$ cat config.mk
export PLATFORM = sky130hd
export DESIGN_NAME = pc_step_sequencer
export DESIGN_NICKNAME = d
export VERILOG_FILES = /design/src/rtl/pc_step_sequencer.sv
export SDC_FILE = /design/constraint.sdc
export NUM_CORES = 1
export LEC_CHECK = 0
export CAP_MARGIN = 20
export CORE_ASPECT_RATIO = 1.1
export CORE_UTILIZATION = 32
export CTS_CLUSTER_SIZE = 12
export DETAILED_ROUTE_END_ITERATION = 10
export SLEW_MARGIN = 20
export SYNTH_ARGS = -nofsm -noshare
export SYNTH_HDL_FRONTEND = slang
export SYNTH_SLANG_ARGS = --single-unit
$ cat constraint.sdc
create_clock -name clk_i -period 2.57 [get_ports clk_i]
set_clock_uncertainty 0.15 [all_clocks]
set_input_delay 0.3855 -clock clk_i [delete_from_list [all_inputs] [get_ports clk_i]]
set_output_delay 0.3855 -clock clk_i [all_outputs]
set_load 0.01 [all_outputs]
$ cat src/rtl/pc_step_sequencer.sv
// pc_step_sequencer
//   Program-counter sequencer for the fetch path. Holds the PC and advances it
//   by STEP (a power of two) on each accepted fetch handshake. Redirects
//   (branch/jump) and halt requests are also handled here. An increment that
//   overflows WIDTH bits wraps to zero and sets a sticky wrap flag. With
//   WRAP_STOP=1 the overflow also halts the sequencer until a redirect.
// Ports
//   clk_i            clock, rising edge
//   rst_ni           asynchronous active-low reset
//   pc_ready_i       fetch stage accepts pc_o this cycle
//   halt_req_i       level request to stop issuing PCs
//   redirect_valid_i branch/jump target present this cycle
//   redirect_addr_i  branch/jump target (low log2(STEP) bits ignored)
//   pc_o             current PC (registered)
//   pc_valid_o       pc_o is offered to fetch (state RUN)
//   pc_plus_o        pc_o + STEP modulo 2**WIDTH
//   wrap_flag_o      sticky overflow flag, cleared by redirect or reset
//   halted_o         sequencer is in HALT
module pc_step_sequencer #(
    parameter int unsigned      WIDTH     = 32,
    parameter int unsigned      STEP      = 4,
    parameter logic [WIDTH-1:0] RESET_VEC = '0,
    parameter bit               WRAP_STOP = 1'b0
) (
    input  logic             clk_i,
    input  logic             rst_ni,
    input  logic             pc_ready_i,
    input  logic             halt_req_i,
    input  logic             redirect_valid_i,
    input  logic [WIDTH-1:0] redirect_addr_i,
    output logic [WIDTH-1:0] pc_o,
    output logic             pc_valid_o,
    output logic [WIDTH-1:0] pc_plus_o,
    output logic             wrap_flag_o,
    output logic             halted_o
);

    typedef enum logic [1:0] {BOOT, RUN, HALT} state_e;

    localparam logic [WIDTH-1:0] LOW_MASK = WIDTH'(STEP - 1);
    localparam logic [WIDTH:0]   STEP_EXT = (WIDTH+1)'(STEP);

    state_e           state_q, state_d;
    logic [WIDTH-1:0] pc_q, pc_d;
    logic             wrap_q, wrap_d;
    // Set when HALT was entered because of an overflow; such a halt is left
    // only through a redirect, never by halt_req dropping.
    logic             wstop_q, wstop_d;
    logic [WIDTH:0]   sum;
    logic             ovf;
    logic             xfer;

    // STEP is a power of two, so adding it never disturbs the bits below
    // log2(STEP); the extra top bit is the carry-out of bit WIDTH-1.
    assign sum  = {1'b0, pc_q} + STEP_EXT;
    assign ovf  = sum[WIDTH];
    assign xfer = (state_q == RUN) && pc_ready_i;

    always_ff @(posedge clk_i or negedge rst_ni) begin
        if (!rst_ni) begin
            state_q <= BOOT;
            pc_q    <= RESET_VEC;
            wrap_q  <= 1'b0;
            wstop_q <= 1'b0;
        end else begin
            state_q <= state_d;
            pc_q    <= pc_d;
            wrap_q  <= wrap_d;
            wstop_q <= wstop_d;
        end
    end

    always_comb begin
        state_d = state_q;
        pc_d    = pc_q;
        wrap_d  = wrap_q;
        wstop_d = wstop_q;
        // A redirect wins over both transfer and halt_req; the offered pc is
        // treated as consumed without incrementing.
        if (redirect_valid_i && state_q != BOOT) begin
            state_d = RUN;
            pc_d    = redirect_addr_i & ~LOW_MASK;
            wrap_d  = 1'b0;
            wstop_d = 1'b0;
        end else begin
            case (state_q)
                BOOT: state_d = RUN;
                RUN: begin
                    if (xfer) begin
                        pc_d = sum[WIDTH-1:0];
                        if (ovf) begin
                            wrap_d = 1'b1;
                            if (WRAP_STOP) begin
                                state_d = HALT;
                                wstop_d = 1'b1;
                            end
                        end
                    end
                    if (halt_req_i) state_d = HALT;
                end
                HALT: begin
                    if (!wstop_q && !halt_req_i) state_d = RUN;
                end
                default: state_d = BOOT;
            endcase
        end
    end

    always_comb begin
        pc_o        = pc_q;
        pc_plus_o   = sum[WIDTH-1:0];
        wrap_flag_o = wrap_q;
        pc_valid_o  = (state_q == RUN);
        halted_o    = (state_q == HALT);
    end

endmodule
# Word level (Yosys, flattened, before mapping)
# Cells that the tools add are included.
[classes]
add_sub_neg = 1
n_eq_ne = 4
muxes = 11
reduce_logical = 11
[ops]
columns = ["operator", "count"]
rows = [
  ["$mux W32", 3],
  ["$add A32 B3 Y33 const B", 1],
  ["$reduce_bool A2 Y1", 4],
  ["$mux W2", 3],
  ["$pmux W2 S3", 1],
  ["$mux W1", 4],
  ["$reduce_and A2 Y1", 2],
  ["$ne A3 B1 Y1 const B", 1],
  ["$ne A3 B2 Y1 const B", 1],
  ["$reduce_and A3 Y1", 1],
  ["$eq A2 B1 Y1 const B", 1],
  ["$eq A2 B2 Y1 const B", 1],
  ["$logic_and A1 B1 Y1", 2],
  ["$logic_not A2 Y1", 1],
  ["$logic_not A1 Y1", 1],
]
[word_totals]
register_bits = 35
input_bits = 37
word_cells = 30

# Longest topological paths before layout
[depth]
depth_word = 5
mapped_depth = 7

# Least setup slack after synthesis
# OpenSTA, ideal clock, no wires.
[synth_timing]
kind = "flip-flop to output port"
from = "reg pc_q[2] (netlist: pc_o[2])"
to = "out pc_plus_o[24]"
t_arrival_ns = 1.747
setup_slack_ns = 0.288
stages_incl_launch_ff = 7
path_buffers = 1
cell_sequence = "dfrtp_1 > ha_1 > nand3_1 > nor2_2 > buf_2 > nand4_1 > xnor2_1"
[synth_between]
elab_chain_len = 1
[synth_lines]
columns = ["element", "line_no", "source"]
rows = [
  ["from (decl)", "44", "logic [WIDTH-1:0] pc_q, pc_d;"],
  ["from (signal assigned)", "67", "pc_q <= pc_d;"],
  ["$add A32 B3 Y33", "55", "assign sum = {1'b0, pc_q} + STEP_EXT;"],
  ["to (decl)", "33", "output logic [WIDTH-1:0] pc_plus_o,"],
]
# No other way between the ends.

# Final worst setup path
[layout_timing]
from = "reg pc_q[9] (netlist: pc_o[9])"
to = "out pc_plus_o[26]"
# The elaborated chain is that of the path after synthesis.

==> summary.txt <==
Run status
  – Status: finished with violations
  – Violations in the final reports: design-rule violations

Worst setup path
  – Highest fanout seen on the critical path: 6
  – Data required time of the worst path: 2.03 ns
  – Critical-path top delay cell: dfrtp_1
  – Worst setup EP type: output pin
  – Worst endpoint data arrival time: 1.96 ns
  – Path length in cells of the critical path: 7
  – Worst R2R Path Depth: 8
  – Dominant delay contributor by cell family on the critical path: simple AND/OR/NAND/NOR gates
  – Startpoint kind of the worst setup timing path: flop
  – Slack of the worst reg-to-reg path: 0.60 ns
  – Number of buffer and inverter instances along the worst setup path: 3
  – WS Path Type: reg2out
  – Critical path's largest stage delay: 0.40 ns
  – List of cells traversed by the critical path: nand3_4 > nor4_4 > buf_12 > buf_4 > nand4_1 > xnor2_1 > dlygate4sd2_1

Route
  – Routed wire per std cell: 15.3 µm
  – TritonRoute pass-1 iters: 8
  – Routed vias/inst: 5.29
  – Routed WL: 7.75 mm
  – First DRT Iteration DRCs: 146
  – Final ANT Viol Nets: 0
  – Overall via count from detail_route: 2683
  – DRC: 14

STA
  – Worst Hold Margin: 0.0133 ns
  – Slew headroom: 0.493
  – Fin crit share: 0.973
  – Max Clk Rate: 400 MHz
  – Final Max Slew Viols: 0
  – Count of final hold-check violations: 0
  – Setup repair after global routing missed its margin: true
  – Minimum period implied by the final worst setup slack: 2.50 ns
  – Transition time of the tightest slew-check pin: 0.760 ns
  – Setup violations, final: 0

Global route
  – Global-route wire length before repair: 12.6 mm
  – Via count of the first global-routing pass: 2585
  – Maximum number of pins on one net before global-route repair: 34
  – Tot GR Track Use: 0.204
  – Antenna violations before repair: 0
  – Leftover overflow at the end of global routing: 0

Placed design
  – GP Congestion: 0.764
  – Buffers added on ports: 97
  – Post-DP HPWL: 5.53 mm
  – Cells after DPL: 488

Synthesis
  – Largest cells by area after synthesis: dfrtp_1 (35%), xnor2_1 (7.7%), nand2_1 (4.7%)
  – Mean post-synth cell area: 8.53 µm²
  – Dominant cell type by area after synthesis: dfrtp_1
  – Post-synth EDFFs: 0
  – Commonest register cell after synthesis: dfrtp_1
  – Number of warning messages in the yosys log: 0
  – Netlist Area Pre-Place: 2380 µm²
  – Share of flip-flops with an asynchronous set or reset after synthesis: 1.00
  – Sequential area share after synthesis: 0.347
  – Post-synth top area share: 0.347
  – Flip-flop and latch count after synthesis: 33
  – Distinct cell type count after synthesis: 51
  – Cells after Synth: 279

Cells and area
  – Net total in the final layout: 459
  – Diode insertion count for antenna repair: 0
  – Share of the core filled with cells in the final layout: 0.548
  – Fraction of layout instances using a drive strength above 1: 0.209
  – Final instance count without filler cells: 507
  – Area Growth Syn to Fin: 63.2%

Power
  – Static Leakage: 1.72 nW
  – Cell area power density: 531 nW/µm²
  – Final Power: 0.00206 W
  – Worst vdd rail ir drop: 0.000302 V

Floorplan
  – Area of the die: 7790 µm²
  – Height of the die: 92.5 µm
  – Horizontal die dimension: 84.2 µm
  – Effective utilization at floorplan: 0.336
  – Total number of placement rows: 32
  – Core Footprint: 7090 µm²
  – I/O pins: 104

Clock network
  – Clock latency of the later-clocked register in the worst-skew pair: 0.29 ns
  – TritonCTS Sinks: 33
  – Buffers from clock root to sink, at most: 2
  – H-tree level count: 2
  – Hold bufs inserted after CTS: 0
  – Register clock-pin slew on the reported worst setup and hold paths: 0.07 ns
  – Root buffer cell: clkbuf_8
  – CTS Buf Count: 5
  – Clock tree from TritonCTS: built

Job
  – MaxCap Viol Count: 0

Min path
  – Worst min-delay path class: in2async
-- worst paths after layout --
check                                              from                      end
worst min-delay path                             rst_ni   state_q[1]$_DFFE_PN0P_
min in group clk_i              wrap_flag_o$_DFFE_PN0P_  wrap_flag_o$_DFFE_PN0P_
worst max-delay path                pc_o[9]$_DFFE_PN0P_            pc_plus_o[26]
worst min register to register  wrap_flag_o$_DFFE_PN0P_  wrap_flag_o$_DFFE_PN0P_
worst max register to register      pc_o[9]$_DFFE_PN0P_     pc_o[30]$_DFFE_PN0P_
max in group asynchronous                        rst_ni     pc_o[10]$_DFFE_PN0P_
-- synthesized netlist by cell type (3+ instances only) --
master    number
dfrtp_1       33
xor2_1         5
nor2_1        13
o311ai_1       5
inv_1          8
o21ai_0       20
clkbuf_1      11
nor3_1         9
nand2_1       30
a31oi_1        5
a21oi_1        9
nor2b_1        4
xnor2_1       21
o311ai_0       3
and3_1         7
a21o_1         6
buf_4          4
buf_2          4
nand3_1       20
o21ai_1        5
nand4_1        9
a221o_1        5
a22oi_1        6
-- registers in the layout, indices dropped and copies added (netlist names) --
register / cells
wrap_flag_o: 1
pc_o: 30
state_q: 2
-- area by class of cell --
| class | instances | area (µm²) |
|---|---|---|
| Clock inverter | 1 | 5.00 |
| Multi-Input combinational cell | 221 | 1460 |
| Sequential cell | 33 | 826 |
| Timing Repair Buffer | 152 | 1360 |
| Inverter | 8 | 30.0 |
| Fill cell | 692 | 3200 |
| Clock buffer | 7 | 96.3 |
| Tap cell | 85 | 106 |
-- where the power goes --
| group | internal [W] | switching [W] | total, W |
|---|---|---|---|
| Sequential | 0.000597 | 0.0000785 | 0.000675 |
| Clock | 0.000242 | 0.000200 | 0.000442 |
| Combinational | 0.000512 | 0.000435 | 0.000947 |
-- cell families after synthesis --
family,share of synthesized area
other,0.00157
XOR/XNOR,0.109
flip-flops,0.347
AO/OA/AOI/OAI,0.226
adder cells (fa/ha/maj),0.00946
AND/OR/NAND/NOR,0.251
buffers and inverters,0.0557
-- layer usage --
metal  vias up  GRT usage  wire length [µm]
met5         -          0                 0
met4         0     0.0589                93
met3         7     0.0463               479
met2        82      0.348              3710
met1      1285      0.258              3470
li1       1309          -                 -
-- placed cells by master, fill, tap and decap left out, types with 7 or more instances in the layout --
cell,n
clkdlybuf4s50_1,72
buf_4,52
dfrtp_1,33
nand2_1,30
nand3_1,20
xnor2_1,20
o21ai_0,20
dlygate4sd2_1,14
nor2_1,11
nand4_1,9
nor3_1,9
a21oi_1,9
inv_1,8
and3_1,7
clkbuf_8,7
-- stage by stage --
step | setup TNS, ns | instance area, µm² | setup WS, ns
2_1_floorplan | 0 | 2390 | 0.288
3_3_place_gp | 0 | 3730 | 0.0626
3_5_place_dp | 0 | 3730 | 0.0450
4_1_cts | -0.0993 | 3850 | -0.0694
5_1_grt | -0.0213 | 3890 | -0.0140
6_report | 0 | 3890 | 0.0696
-- timing repair --
action,CTS,global route
setup buffers,4,7
setup endpoints to repair,24,14
pin swaps,6,8
resized for setup,36,14
Power figures use the tool's default switching activity.
